==> config.mk <==
export PLATFORM = sky130hd
export DESIGN_NAME = bus_mux_arbiter
export DESIGN_NICKNAME = d
export VERILOG_FILES = /design/src/rtl/bus_mux_arbiter.sv
export SDC_FILE = /design/constraint.sdc
export NUM_CORES = 1
export LEC_CHECK = 0
export ABC_AREA = 1
export CORE_MARGIN = 2
export CORE_UTILIZATION = 64
export CTS_CLUSTER_DIAMETER = 30
export CTS_CLUSTER_SIZE = 30
export DETAILED_ROUTE_END_ITERATION = 10
export PLACE_DENSITY = 0.95
export SETUP_SLACK_MARGIN = 0.02
export SLEW_MARGIN = 20
export SYNTH_ARGS = -nofsm -noshare
export SYNTH_HDL_FRONTEND = slang
export SYNTH_SLANG_ARGS = --single-unit
export TNS_END_PERCENT = 20
==> constraint.sdc <==
create_clock -name i_clock -period 8.7 [get_ports i_clock]
set_input_delay 1.305 -clock i_clock [delete_from_list [all_inputs] [get_ports i_clock]]
set_output_delay 1.305 -clock i_clock [all_outputs]
set_load 0.02 [all_outputs]
==> src/rtl/bus_mux_arbiter.sv <==
// bus_mux_arbiter: round-robin owner selection for a shared 32:1 bus mux.
// Drives registered select/enable/grant; optional burst limit per grant.
//
// Ports:
//   i_clock      system clock, rising edge
//   i_reset      asynchronous active-high reset
//   i_request    [31:0] level requests, held until served
//   i_done       owner finished its transfer (only looked at in GRANT)
//   o_muxSel     [4:0] index of current (or last) owner
//   o_muxEnable  mux enable, high only while a grant is active
//   o_grant      [31:0] one-hot owner, zero when there is no owner
//   o_busy       high while in GRANT
module bus_mux_arbiter #(
    parameter int unsigned maxBurst = 8
) (
    input  logic        i_clock,
    input  logic        i_reset,
    input  logic [31:0] i_request,
    input  logic        i_done,
    output logic [4:0]  o_muxSel,
    output logic        o_muxEnable,
    output logic [31:0] o_grant,
    output logic        o_busy
);

    typedef enum logic {
        ST_IDLE  = 1'b0,
        ST_GRANT = 1'b1
    } state_t;

    localparam logic        LP_LIMITED = (maxBurst != 0);
    // Count value seen on the last cycle of a limited grant.
    localparam logic [15:0] LP_LAST    = 16'(maxBurst - 1);
    localparam logic [15:0] LP_SAT     = 16'hFFFF;

    state_t      r_state;
    state_t      w_state_nxt;
    logic [4:0]  r_ptr;
    logic [15:0] r_burstCnt;

    logic        w_found;
    logic [4:0]  w_winner;
    logic        w_owner_req;
    logic        w_limit_hit;
    logic        w_release;

    logic [4:0]  w_ptr_nxt;
    logic [15:0] w_cnt_nxt;
    logic [4:0]  w_sel_nxt;
    logic        w_en_nxt;
    logic [31:0] w_grant_nxt;
    logic        w_busy_nxt;

    // Rotating priority search: first set request at r_ptr, r_ptr+1, ...
    // The 5-bit index wraps 31 -> 0 on its own.
    always_comb begin : winner_search
        logic [4:0] v_idx;
        v_idx    = '0;
        w_found  = 1'b0;
        w_winner = r_ptr;
        for (int i = 0; i < 32; i++) begin
            v_idx = r_ptr + 5'(i);
            if (!w_found && i_request[v_idx]) begin
                w_found  = 1'b1;
                w_winner = v_idx;
            end
        end
    end

    assign w_owner_req = i_request[o_muxSel];
    assign w_limit_hit = LP_LIMITED && (r_burstCnt == LP_LAST);
    assign w_release   = !w_owner_req || i_done || w_limit_hit;

    // State register plus the registered outputs it owns.
    always_ff @(posedge i_clock or posedge i_reset) begin
        if (i_reset) begin
            r_state     <= ST_IDLE;
            r_ptr       <= '0;
            r_burstCnt  <= '0;
            o_muxSel    <= '0;
            o_muxEnable <= 1'b0;
            o_grant     <= '0;
            o_busy      <= 1'b0;
        end else begin
            r_state     <= w_state_nxt;
            r_ptr       <= w_ptr_nxt;
            r_burstCnt  <= w_cnt_nxt;
            o_muxSel    <= w_sel_nxt;
            o_muxEnable <= w_en_nxt;
            o_grant     <= w_grant_nxt;
            o_busy      <= w_busy_nxt;
        end
    end

    // Next-state logic.
    always_comb begin : next_state
        w_state_nxt = r_state;
        case (r_state)
            ST_IDLE: begin
                if (w_found) begin
                    w_state_nxt = ST_GRANT;
                end
            end
            ST_GRANT: begin
                if (w_release) begin
                    w_state_nxt = ST_IDLE;
                end
            end
            default: w_state_nxt = ST_IDLE;
        endcase
    end

    // Output logic: next values of the registered outputs and bookkeeping.
    // A release always lands in IDLE with enable low, which gives the
    // one-cycle turnaround between owners.
    always_comb begin : next_outputs
        w_ptr_nxt   = r_ptr;
        w_cnt_nxt   = r_burstCnt;
        w_sel_nxt   = o_muxSel;
        w_en_nxt    = o_muxEnable;
        w_grant_nxt = o_grant;
        w_busy_nxt  = o_busy;
        case (r_state)
            ST_IDLE: begin
                w_en_nxt    = 1'b0;
                w_grant_nxt = '0;
                w_busy_nxt  = 1'b0;
                if (w_found) begin
                    w_sel_nxt   = w_winner;
                    w_grant_nxt = 32'b1 << w_winner;
                    w_en_nxt    = 1'b1;
                    w_busy_nxt  = 1'b1;
                    w_cnt_nxt   = '0;
                end
            end
            ST_GRANT: begin
                if (w_release) begin
                    // Owner drops to lowest priority for the next round.
                    w_ptr_nxt   = o_muxSel + 5'd1;
                    w_cnt_nxt   = '0;
                    w_en_nxt    = 1'b0;
                    w_grant_nxt = '0;
                    w_busy_nxt  = 1'b0;
                end else if (r_burstCnt != LP_SAT) begin
                    w_cnt_nxt = r_burstCnt + 16'd1;
                end
            end
            default: begin
                w_en_nxt    = 1'b0;
                w_grant_nxt = '0;
                w_busy_nxt  = 1'b0;
            end
        endcase
    end

endmodule

# ---- Word level (Yosys, flattened, before mapping)
# Cells that the tools add are included.
dict set report totals {
  out_inout_bits 39
  ff_bits 60
  word_cells 288
  in_bits 35
}
dict set report op_classes {
  add_sub_neg 33
  mux 141
  n_bitwise 1
  reduce_logical 68
  eq_ne 5
  shifts 1
  magnitude_cmp 33
}
# op count
set ops {}
lappend ops {{5-bit by 6-bit < comparator with 1-bit output (second input constant)} 33}
lappend ops {{1-bit binary-select mux with 5-bit select} 33}
lappend ops {{5-bit 2-to-1 mux} 31}
lappend ops {{5-bit adder (second input constant)} 16}
lappend ops {{1-bit 2-to-1 mux} 68}
lappend ops {{32-bit 2-to-1 mux} 2}
lappend ops {{32-bit case mux with 2 select lines} 1}
lappend ops {{16-bit 2-to-1 mux} 3}
lappend ops {{5-bit by 4-bit adder with 5-bit output (second input constant)} 8}
lappend ops {{1-bit zero test} 32}
lappend ops {{16-bit case mux with 2 select lines} 1}
lappend ops {{1-bit by 5-bit left shift with 32-bit output (first input constant)} 1}
lappend ops {{1-bit logical AND} 31}
lappend ops {{5-bit by 3-bit adder with 5-bit output (second input constant)} 4}
lappend ops {{16-bit by 1-bit adder with 16-bit output (second input constant)} 1}
lappend ops {{16-bit by 3-bit == test with 1-bit output (second input constant)} 1}
lappend ops {{16-bit inequality test (second input constant)} 1}
lappend ops {{5-bit by 1-bit adder with 5-bit output (second input constant)} 2}
lappend ops {{5-bit by 2-bit adder with 5-bit output (second input constant)} 2}
lappend ops {{2-bit AND reduction} 3}
lappend ops {{1-bit case mux with 2 select lines} 2}
lappend ops {{3-bit by 1-bit inequality test with 1-bit output (second input constant)} 1}
lappend ops {{1-bit logical OR} 2}
lappend ops {{2-bit by 1-bit inequality test with 1-bit output (second input constant)} 1}
lappend ops {{2 further kinds} 2}

# ---- Depth between registers and ports, before layout
# Gate-level depths: netlist (run 1).
dict set report logic_depth {
  depth_word 99
  mapped_depth 65
  depth_no_buf 61
}

# ---- Worst setup path after synthesis (run 1)
# No wires, ideal clock.
dict set report synth_path {
  kind {register to register}
  startpoint {reg r_ptr[1]}
  endpoint {reg o_grant[22]}
  synth_period_minus_slack_ps 5769
  t_arrival_ps 5703
  slack_ps 2931
  required_ps 8634
  n_path_buf 4
  stages_incl_launch_ff 53
  setup_ps 66
  path_cell_list {dfrtp_1 -> clkbuf_1 -> clkinv_1 -> buf_2 -> ha_1 -> buf_2 -> inv_2 -> buf_2 -> nand3_1 -> nand3_1 -> nand3_1 -> nand3_1 -> nand2_1 -> nor2_4 -> nand3_2 -> nor2_4 -> nand3_2 -> inv_2 -> (+17 left out) -> nor2_4 -> nand3_2 -> nor3_2 -> inv_2 -> nor2_4 -> nand2_2 -> nor2_2 -> inv_2 -> nor2_8 -> nand2_4 -> nand3_4 -> xor2_4 -> inv_2 -> a21oi_2 -> nand2_1 -> a21oi_1 -> nand4_1 -> nand2_1}
}
dict set report synth_via {
  elab_chain_cells 99
  elab_cells_between_ends 223
  cone_classes {add/sub: 31; shift: 1; mux: 129; reduce/logical: 62}
}
# element line
set synth_rtl {}
lappend synth_rtl {{start: declaration} 38} ;# logic [4:0] r_ptr;
lappend synth_rtl {{start signal: assignment} 86} ;# r_ptr <= w_ptr_nxt;
lappend synth_rtl {{parallel branches: the longest is 97 deep, another holds 5-bit by 1-bit adder with 5-bit output} n/a}
lappend synth_rtl {{32-bit 2-to-1 mux (*)} 128} ;# if (w_found) begin
lappend synth_rtl {{32-bit case mux with 2 select lines (*)} 123} ;# case (r_state)
lappend synth_rtl {{end signal: assignment} 90} ;# o_grant <= w_grant_nxt;
lappend synth_rtl {{end: declaration} 22} ;# output logic [31:0] o_grant,
# Every way passes the cells marked *. The select of a mux whose other input is x is not followed.
# A chain may end at the register's enable or synchronous reset.

# ---- Worst setup path in the final report (run 1)
dict set report layout_path {
  startpoint {reg r_ptr[0]}
  endpoint {reg o_muxSel[4]}
}
dict set report layout_via {
  elab_chain_cells 97
  elab_cells_between_ends 221
  cone_classes {add/sub: 31; mux: 127; reduce/logical: 63}
}
# element line
set layout_rtl {}
lappend layout_rtl {{parallel branches: the longest is 97 deep, another holds 5-bit by 1-bit adder with 5-bit output} n/a}
lappend layout_rtl {{end signal: assignment} 88} ;# o_muxSel <= w_sel_nxt;
lappend layout_rtl {{end: declaration} 20} ;# output logic [4:0] o_muxSel,
# Several ways; the timed one is not identified. The select of a mux whose other input is x is not followed.

==> PnR_summary.wiki, run 1 <==
{| class="wikitable"
! Metric !! Value
|-
| Number of buffers on the longest clock path || 2
|-
| Total Routing Usage GR || 0.445
|-
| Cell type with the largest total area after synthesis || dfrtp_1
|-
| Area of the core region || approximately 11,000 um2
|-
| Number of buffers added by the clock tree synthesis step || 9
|-
| # resized after CTS || 0
|-
| Clock latency of the later-clocked register in the worst-skew pair || 0.34 ns
|-
| Worst path arrival time || 7.87 ns
|-
| Setup slack of the worst register-to-register path || 1.07 ns
|-
| Total of warnings raised by yosys || 0
|-
| Pin slew with the least headroom to its limit || 0.948 ns
|-
| Kind of critical path || reg -> reg
|-
| Routed Wire Length || 27,700 um
|-
| Number of inserted filler cells in the final layout || 907
|-
| Final clock period utilization by the worst path || 0.877
|-
| Unrepaired setup endpoints after global routing || no
|-
| Detailed-routing iteration count for the pre-antenna-repair pass || 8
|-
| Register-to-Register Path Depth || just under 50
|-
| DP HPWL || 19,800 um
|-
| Largest delay share family, worst path || simple AND/OR/NAND/NOR gates
|-
| Via Count || between 9,000 and 10,000
|-
| Seq cells post-synth || 60
|-
| CTS Root Buffer Type || clkbuf_16
|-
| Antenna violations before repair || 0
|-
| Library cell appearing most often on the critical path || nand2_1
|-
| Flip-flop cell with the highest count after synthesis || dfrtp_1
|-
| Launch instance of the worst register-to-register path || r_ptr[0]
|-
| Buf/Inv on CP || 7
|-
| Nets || 1,370
|-
| Final setup violating endpoints || 0
|-
| Aggregate negative setup slack || 0 ns
|-
| Detailed-route wire length per cell || approximately 19 um
|-
| Endpoint type of the worst setup path || flip-flop
|-
| Global placer's final weighted congestion || 1.02
|-
| GRT overflow || 0
|-
| Clock H-tree levels || 3
|-
| Num rows || 39
|-
| Postcts setup bufs || 0
|-
| Number of inserted diodes || 0
|-
| Number of DRC markers in iteration 0 || 1,445
|-
| Count of flip-flops with a built-in enable after synthesis || 0
|-
| Post-detailed-route via-to-cell ratio || 6.32
|-
| Tightest slew margin relative to the limit || 0.368
|-
| Layout Cells excl Fill || about 1,500
|-
| Mean instance size in the synthesized netlist || 5.75 um2
|-
| Cells after Synth || 1,270
|-
| Via count of the first global-routing pass || 8,487
|-
| Number of nets produced by synthesis || 1,319
|-
| Share of synthesized flip-flops with an asynchronous set or reset || 1.00
|-
| DRC || 0
|-
| Sequential fraction of the synthesis area || 0.206
|-
| Hold buffer count at CTS || 0
|-
| Final ANT Viol Nets || 0
|-
| Leading cell type in the layout, fill and taps excluded || nand2_1
|-
| Synthesis-to-layout area growth || 14.8%
|-
| Number of max-slew violations in the final report || 0
|-
| Biggest fanout along the worst timing path || 34
|-
| Run status || complete, no violations
|-
| Critical path launch point type || flip-flop
|-
| Dominant cells by area after synthesis || dfrtp_1 (21%), nand2_1 (20%), nand3_1 (16%)
|-
| Die area || 12,300 um2
|-
| First-pass GRT wire length || ~44,000 um
|-
| Post-synthesis cell area || 7300 um2
|-
| CTS tree || yes
|-
| Hold-critical path depth || 2
|-
| Required @ worst endpoint || 8.94 ns
|-
| Chip Height || 111 um
|-
| Metal1 wirelength || 10,200 um
|-
| Count of input and output buffers || 73
|-
| Startpoint of the worst hold path || o_grant[16]
|-
| Count of different cell masters after synthesis || 47
|-
| Effective utilization at floorplan || 0.648
|-
| # Max-Cap Violations || 0
|-
| Worst clock skew || 0.00851 ns
|-
| Worst reg2reg path endpoint || o_muxSel[4]
|-
| Cell count after placement || 1,453
|-
| Highest layer used for signal routing || met4
|-
| Slowest Stage Delay on Critical Path || 0.69 ns
|-
| TritonCTS sink count || 60
|-
| Number of hold violations in the final report || 0
|-
| Wire length on met3 || 3330 um
|-
| Class of the tightest hold or removal check || reg -> reg
|-
| Proportion of layout cells with a drive suffix above 1 || 0.0754
|-
| Maximum number of pins on one net before global-route repair || 61
|-
| Share of the synthesized area in the top cell type || 0.206
|-
| Worst Hold Endpoint || o_grant[16]
|-
| Clock transition at the registers of the reported paths || 0.06 ns
|-
| Ports || 74
|-
| Slowest library cell on the worst path || ha_1
|-
| Shortest period the worst path allows || around 7.6 ns
|-
| Commonest cells after routing, fill and taps aside || nand2_1 (385), nand3_1 (229), inv_1 (130)
|-
| Horiz. Die Dim || 111 um
|-
| DR WL met2 || 12,000 um
|-
| Fmax || 131 MHz
|}
==> cells in the mapped netlist, types with 2 or more instances <==
master and number:
o21ai_1 6, buf_4 5, nand3_1 229, xor2_1 16, ha_1 14, nor2_2 10, xor2_2 3, a21oi_1 30
o21a_1 4, nor3b_1 3, inv_1 131, nand3_4 2, dfrtp_1 60, nand2_2 9, nand3_2 4, o221ai_1 7
a221oi_1 2, o22ai_1 7, nand2_1 385, xnor2_1 3, o211ai_1 9, clkinv_1 2, or2_2 3, clkbuf_1 20
nand4_1 21, nor4_1 5, nor3_1 10, buf_2 17, nor2_1 89, inv_2 22, a31oi_1 6, nor2_4 8
a21oi_2 3, o21ai_0 112
==> per-layer routing <==
| metal | vias to the layer above | track usage |
|---|---|---|
| li1 | 4284 | - |
| met1 | 4070 | 0.576 |
| met2 | 756 | 0.703 |
| met3 | 178 | 0.0705 |
| met4 | 0 | 0.264 |
| met5 | - | 0 |
==> registers in the layout, summed over array words and instances (netlist names) <==
| name | flops |
|---|---|
| r_ptr | 5 |
| o_grant | 32 |
| r_burstCnt | 16 |
| o_busy | 1 |
| r_state | 1 |
| o_muxSel | 5 |
==> cell families after synthesis <==
logic type | after synthesis | share of synthesized area
buffers and inverters | 200 | 0.109
flip-flops | 60 | 0.206
AND/OR/NAND/NOR | 783 | 0.483
XOR/XNOR | 23 | 0.0332
AO/OA/AOI/OAI | 190 | 0.145
adder cells (fa/ha/maj) | 14 | 0.0240
==> worst max path at each step <==
stage               depth (start not counted)      from  slack (ns)           to
finish                                     49  r_ptr[0]        1.07  o_muxSel[4]
global route                               54  r_ptr[0]        0.42   o_grant[9]
global placement                           49  r_ptr[0]        1.48  o_muxSel[4]
detailed placement                         50  r_ptr[0]        1.39   o_grant[7]
floorplan                                  52  r_ptr[1]        2.93  o_grant[22]
CTS                                        49  r_ptr[0]        1.26  o_muxSel[4]
==> cell type report <==
| type | count | area [um2] | area share |
|---|---|---|---|
| clock inverter | 7 | 75.1 | 0.00895 |
| timing repair buffer | 84 | 813 | 0.0970 |
| multi-input combinational | 1010 | 5010 | 0.597 |
| clock buffer | 9 | 225 | 0.0269 |
| inverter | 156 | 587 | 0.0700 |
| tap | 143 | 179 | 0.0213 |
| sequential | 60 | 1500 | 0.179 |
==> stage by stage <==
stage	util	hold slack, ns	worst slack, ns	cell area [um2]
2_1_floorplan	-	0.455	2.93	7300
3_5_place_dp	0.717	0.465	1.39	8090
5_1_grt	0.744	0.516	0.419	8390
6_report	0.744	0.499	1.07	8390
3_3_place_gp	0.717	0.464	1.48	8090
4_1_cts	0.744	0.496	1.26	8390
==> tightest hold or removal path: stages, from the launching register on <==
cell and delay (ns):
dfrtp_1 0.36, nand2_1 0.06, nand2_1 0.05
Power of run 1 is not shown: default switching activity piles up to over one toggle a cycle in this logic, so the estimate is an artifact.
==> run 2, diff against run 1 <==
--- a/config.mk
+++ b/config.mk
@@ -13,6 +13,7 @@
 export DETAILED_ROUTE_END_ITERATION = 10
 export PLACE_DENSITY = 0.95
 export SETUP_SLACK_MARGIN = 0.02
+export SKIP_LAST_GASP = 1
 export SLEW_MARGIN = 20
 export SYNTH_ARGS = -nofsm -noshare
 export SYNTH_HDL_FRONTEND = slang
==> results of run 2 <==
No change in the layout: final DEF, timing and power equal those of run 1.
Power of run 2 is left out for the same reason.
==> run 3, diff against run 2 <==
--- a/config.mk
+++ b/config.mk
@@ -6,12 +6,15 @@
 export NUM_CORES = 1
 export LEC_CHECK = 0
 export ABC_AREA = 1
+export CELL_PAD_IN_SITES_DETAIL_PLACEMENT = 0
+export CELL_PAD_IN_SITES_GLOBAL_PLACEMENT = 1
 export CORE_MARGIN = 2
-export CORE_UTILIZATION = 64
+export CORE_UTILIZATION = 44
 export CTS_CLUSTER_DIAMETER = 30
 export CTS_CLUSTER_SIZE = 30
 export DETAILED_ROUTE_END_ITERATION = 10
 export PLACE_DENSITY = 0.95
+export RECOVER_POWER = 50
 export SETUP_SLACK_MARGIN = 0.02
 export SKIP_LAST_GASP = 1
 export SLEW_MARGIN = 20
==> run 3 against run 2 <==
  * The flow now finishes with violations (capacitance limit, slew limit)
  * Register-to-register slack better by 0.02 ns
  * Final cell count grew 5.3%
  * Hold slack got worse by 0.030 ns
  * Die area increased by 44%
  * Clock-buffer cell count rose by 1
  * Highest routed layer unchanged
  * Sequential share of layout area fell by 0.20 points
  * Wire length up 1.6%
  * First-iteration DRC count shrank 28%
  * Fmax grew 0.28%
==> PnR_summary.wiki, run 3 (synthesis gave the netlist of run 1 again) <==
{| class="wikitable"
! Metric !! Value
|-
| Unrepaired setup endpoints after global routing || no
|-
| Chip Height || 133 um
|-
| Setup slack of the worst register-to-register path || 1.09 ns
|-
| Area occupied by registers || around 1500 um2
|-
| Biggest fanout along the worst timing path || 19
|-
| GRT overflow || 0
|-
| Worst clock skew || 0.00831 ns
|-
| Hold-critical path depth || 2
|-
| Worst Hold Endpoint || o_grant[21]
|-
| Total Routing Usage GR || 0.320
|-
| Shortest period the worst path allows || 7.61 ns
|-
| Clock H-tree levels || 3
|-
| Via Count || around 8,700
|-
| Ports || 74
|-
| Detailed-route wire length per cell || 18.2 um
|-
| Global placer's final weighted congestion || 0.997
|-
| CTS Root Buffer Type || clkbuf_16
|-
| Startpoint of the worst hold path || o_grant[21]
|-
| DRC || 0
|-
| Post-detailed-route via-to-cell ratio || 5.64
|-
| CTS tree || yes
|-
| Pin slew with the least headroom to its limit || ~3.2 ns
|-
| Detailed-routing iteration count for the pre-antenna-repair pass || 6
|-
| Flip-flop count of the largest register after layout || 32
|-
| Clock transition at the registers of the reported paths || roughly 0.06 ns
|-
| Area of the multi-input gates || 5010 um2
|-
| Aggregate negative setup slack || 0 ns
|-
| Class of the tightest hold or removal check || reg -> reg
|-
| Postcts setup bufs || 0
|-
| Count of input and output buffers || 73
|-
| # Max-Cap Violations || 1
|-
| Critical path launch point type || flip-flop
|-
| Proportion of layout cells with a drive suffix above 1 || 0.0739
|-
| Effective utilization at floorplan || 0.445
|-
| Final clock period utilization by the worst path || 0.875
|-
| Commonest cells after routing, fill and taps aside || nand2_1 (385), nand3_1 (229), inv_1 (130)
|-
| Library cell appearing most often on the critical path || nand2_1
|-
| Violations in the final reports || capacitance limit, slew limit
|-
| Number of DRC markers in iteration 0 || 1,041
|-
| Required @ worst endpoint || 8.94 ns
|-
| Most used routing layer in global routing || met2
|-
| Synthesis-to-layout area growth || 16.1%
|-
| Number of inserted diodes || 0
|-
| Leading cell type in the layout, fill and taps excluded || nand2_1
|-
| First-pass GRT wire length || 44,100 um
|-
| Met1 usage in global routing || 0.433
|-
| Hold buffer count at CTS || 0
|-
| # resized after CTS || 0
|-
| Slowest Stage Delay on Critical Path || 0.82 ns
|-
| Area of the core region || 16,400 um2
|-
| TritonCTS sink count || 60
|-
| Fmax || approximately 130 MHz
|-
| Worst path arrival time || 7.85 ns
|-
| Number of inserted filler cells in the final layout || 1,665
|-
| Final ANT Viol Nets || 0
|-
| Register-to-Register Path Depth || 48
|-
| Run status || complete, but fails checks
|-
| Number of buffers on the longest clock path || 2
|-
| Endpoint type of the worst setup path || flip-flop
|-
| Number of buffers added by the clock tree synthesis step || 9
|-
| Clock latency of the later-clocked register in the worst-skew pair || 0.33 ns
|-
| Worst reg2reg path endpoint || o_muxSel[4]
|-
| Fraction of met3 tracks used by global routing || 0.0950
|-
| Num rows || 47
|-
| Antenna violations before repair || 0
|-
| Horiz. Die Dim || 133 um
|-
| DP HPWL || 21,900 um
|-
| Top register by number of flip-flops || o_grant
|-
| Slowest library cell on the worst path || dfrtp_1
|-
| Tightest slew margin relative to the limit || -1.13
|-
| Launch instance of the worst register-to-register path || r_ptr[2]
|-
| Die area || around 18,000 um2
|-
| Maximum number of pins on one net before global-route repair || 61
|-
| GR met2 Demand/Resource || 0.478
|-
| Nets || 1,371
|-
| Final setup violating endpoints || 0
|-
| Routed Wire Length || between 20,000 and 30,000 um
|-
| Via count of the first global-routing pass || 8,042
|-
| Registers with the highest flip-flop counts || o_grant: 32 flops, r_burstCnt: 16 flops
|-
| Kind of critical path || reg -> reg
|-
| Number of max-slew violations in the final report || 61
|-
| Number of hold violations in the final report || 0
|}
==> run 3: cell count changes in the layout (fill, tap and decap cells not counted) <==
cell,before,now
dlygate4sd3_1,0,20
inv_6,2,1
clkdlybuf4s50_1,73,53
clkinv_4,2,0
inv_2,23,22
clkinvlp_4,0,2
clkinv_1,2,3
clkbuf_1,0,2
==> run 3: per-stage QoR <==
step	hold slack (ns)	instance area (um2)	utilization	cells	worst slack, ns
floorplan	0.455	7300	-	1270	2.93
CTS	0.481	8480	0.517	1547	1.31
finish	0.469	8480	0.517	1547	1.09
detailed placement	0.465	8190	0.499	1531	1.33
global placement	0.465	8190	0.499	1531	1.49
global route	0.498	8480	0.517	1547	0.317
==> run 3: critical path, delay by kind of cell (launching register included) <==
family | cells | cell delay, ns
simple gates | 38 | 4.22
buf+inv | 8 | 1.36
flops | 1 | 0.82
fa+ha+maj | 1 | 0.75
compound gates | 1 | 0.31
==> run 3: how the worst max path moves through the flow <==
stage | start | to | cells after the start
2_1_floorplan | r_ptr[1] | o_grant[22] | 52
3_3_place_gp | i_request[14] | o_grant[2] | 45
3_5_place_dp | r_ptr[2] | o_muxSel[4] | 46
4_1_cts | r_ptr[2] | o_muxSel[4] | 46
5_1_grt | r_ptr[2] | o_muxSel[4] | 48
6_report | r_ptr[2] | o_muxSel[4] | 48
==> run 3: area by class of cell <==
cell class,instances,share of cell area
clock buffer,10,0.0270
clock inverter,6,0.00753
inverter,156,0.0692
multi-input combinational,1010,0.590
sequential,60,0.177
tap,220,0.0325
timing repair buffer,85,0.0964
==> run 3: per-layer routing <==
metal	wire (um)	vias up
met5	0	-
met4	1040	0
met3	2760	66
met2	12000	423
met1	12400	3946
li1	-	4294
Power of run 3 is left out for the same reason.
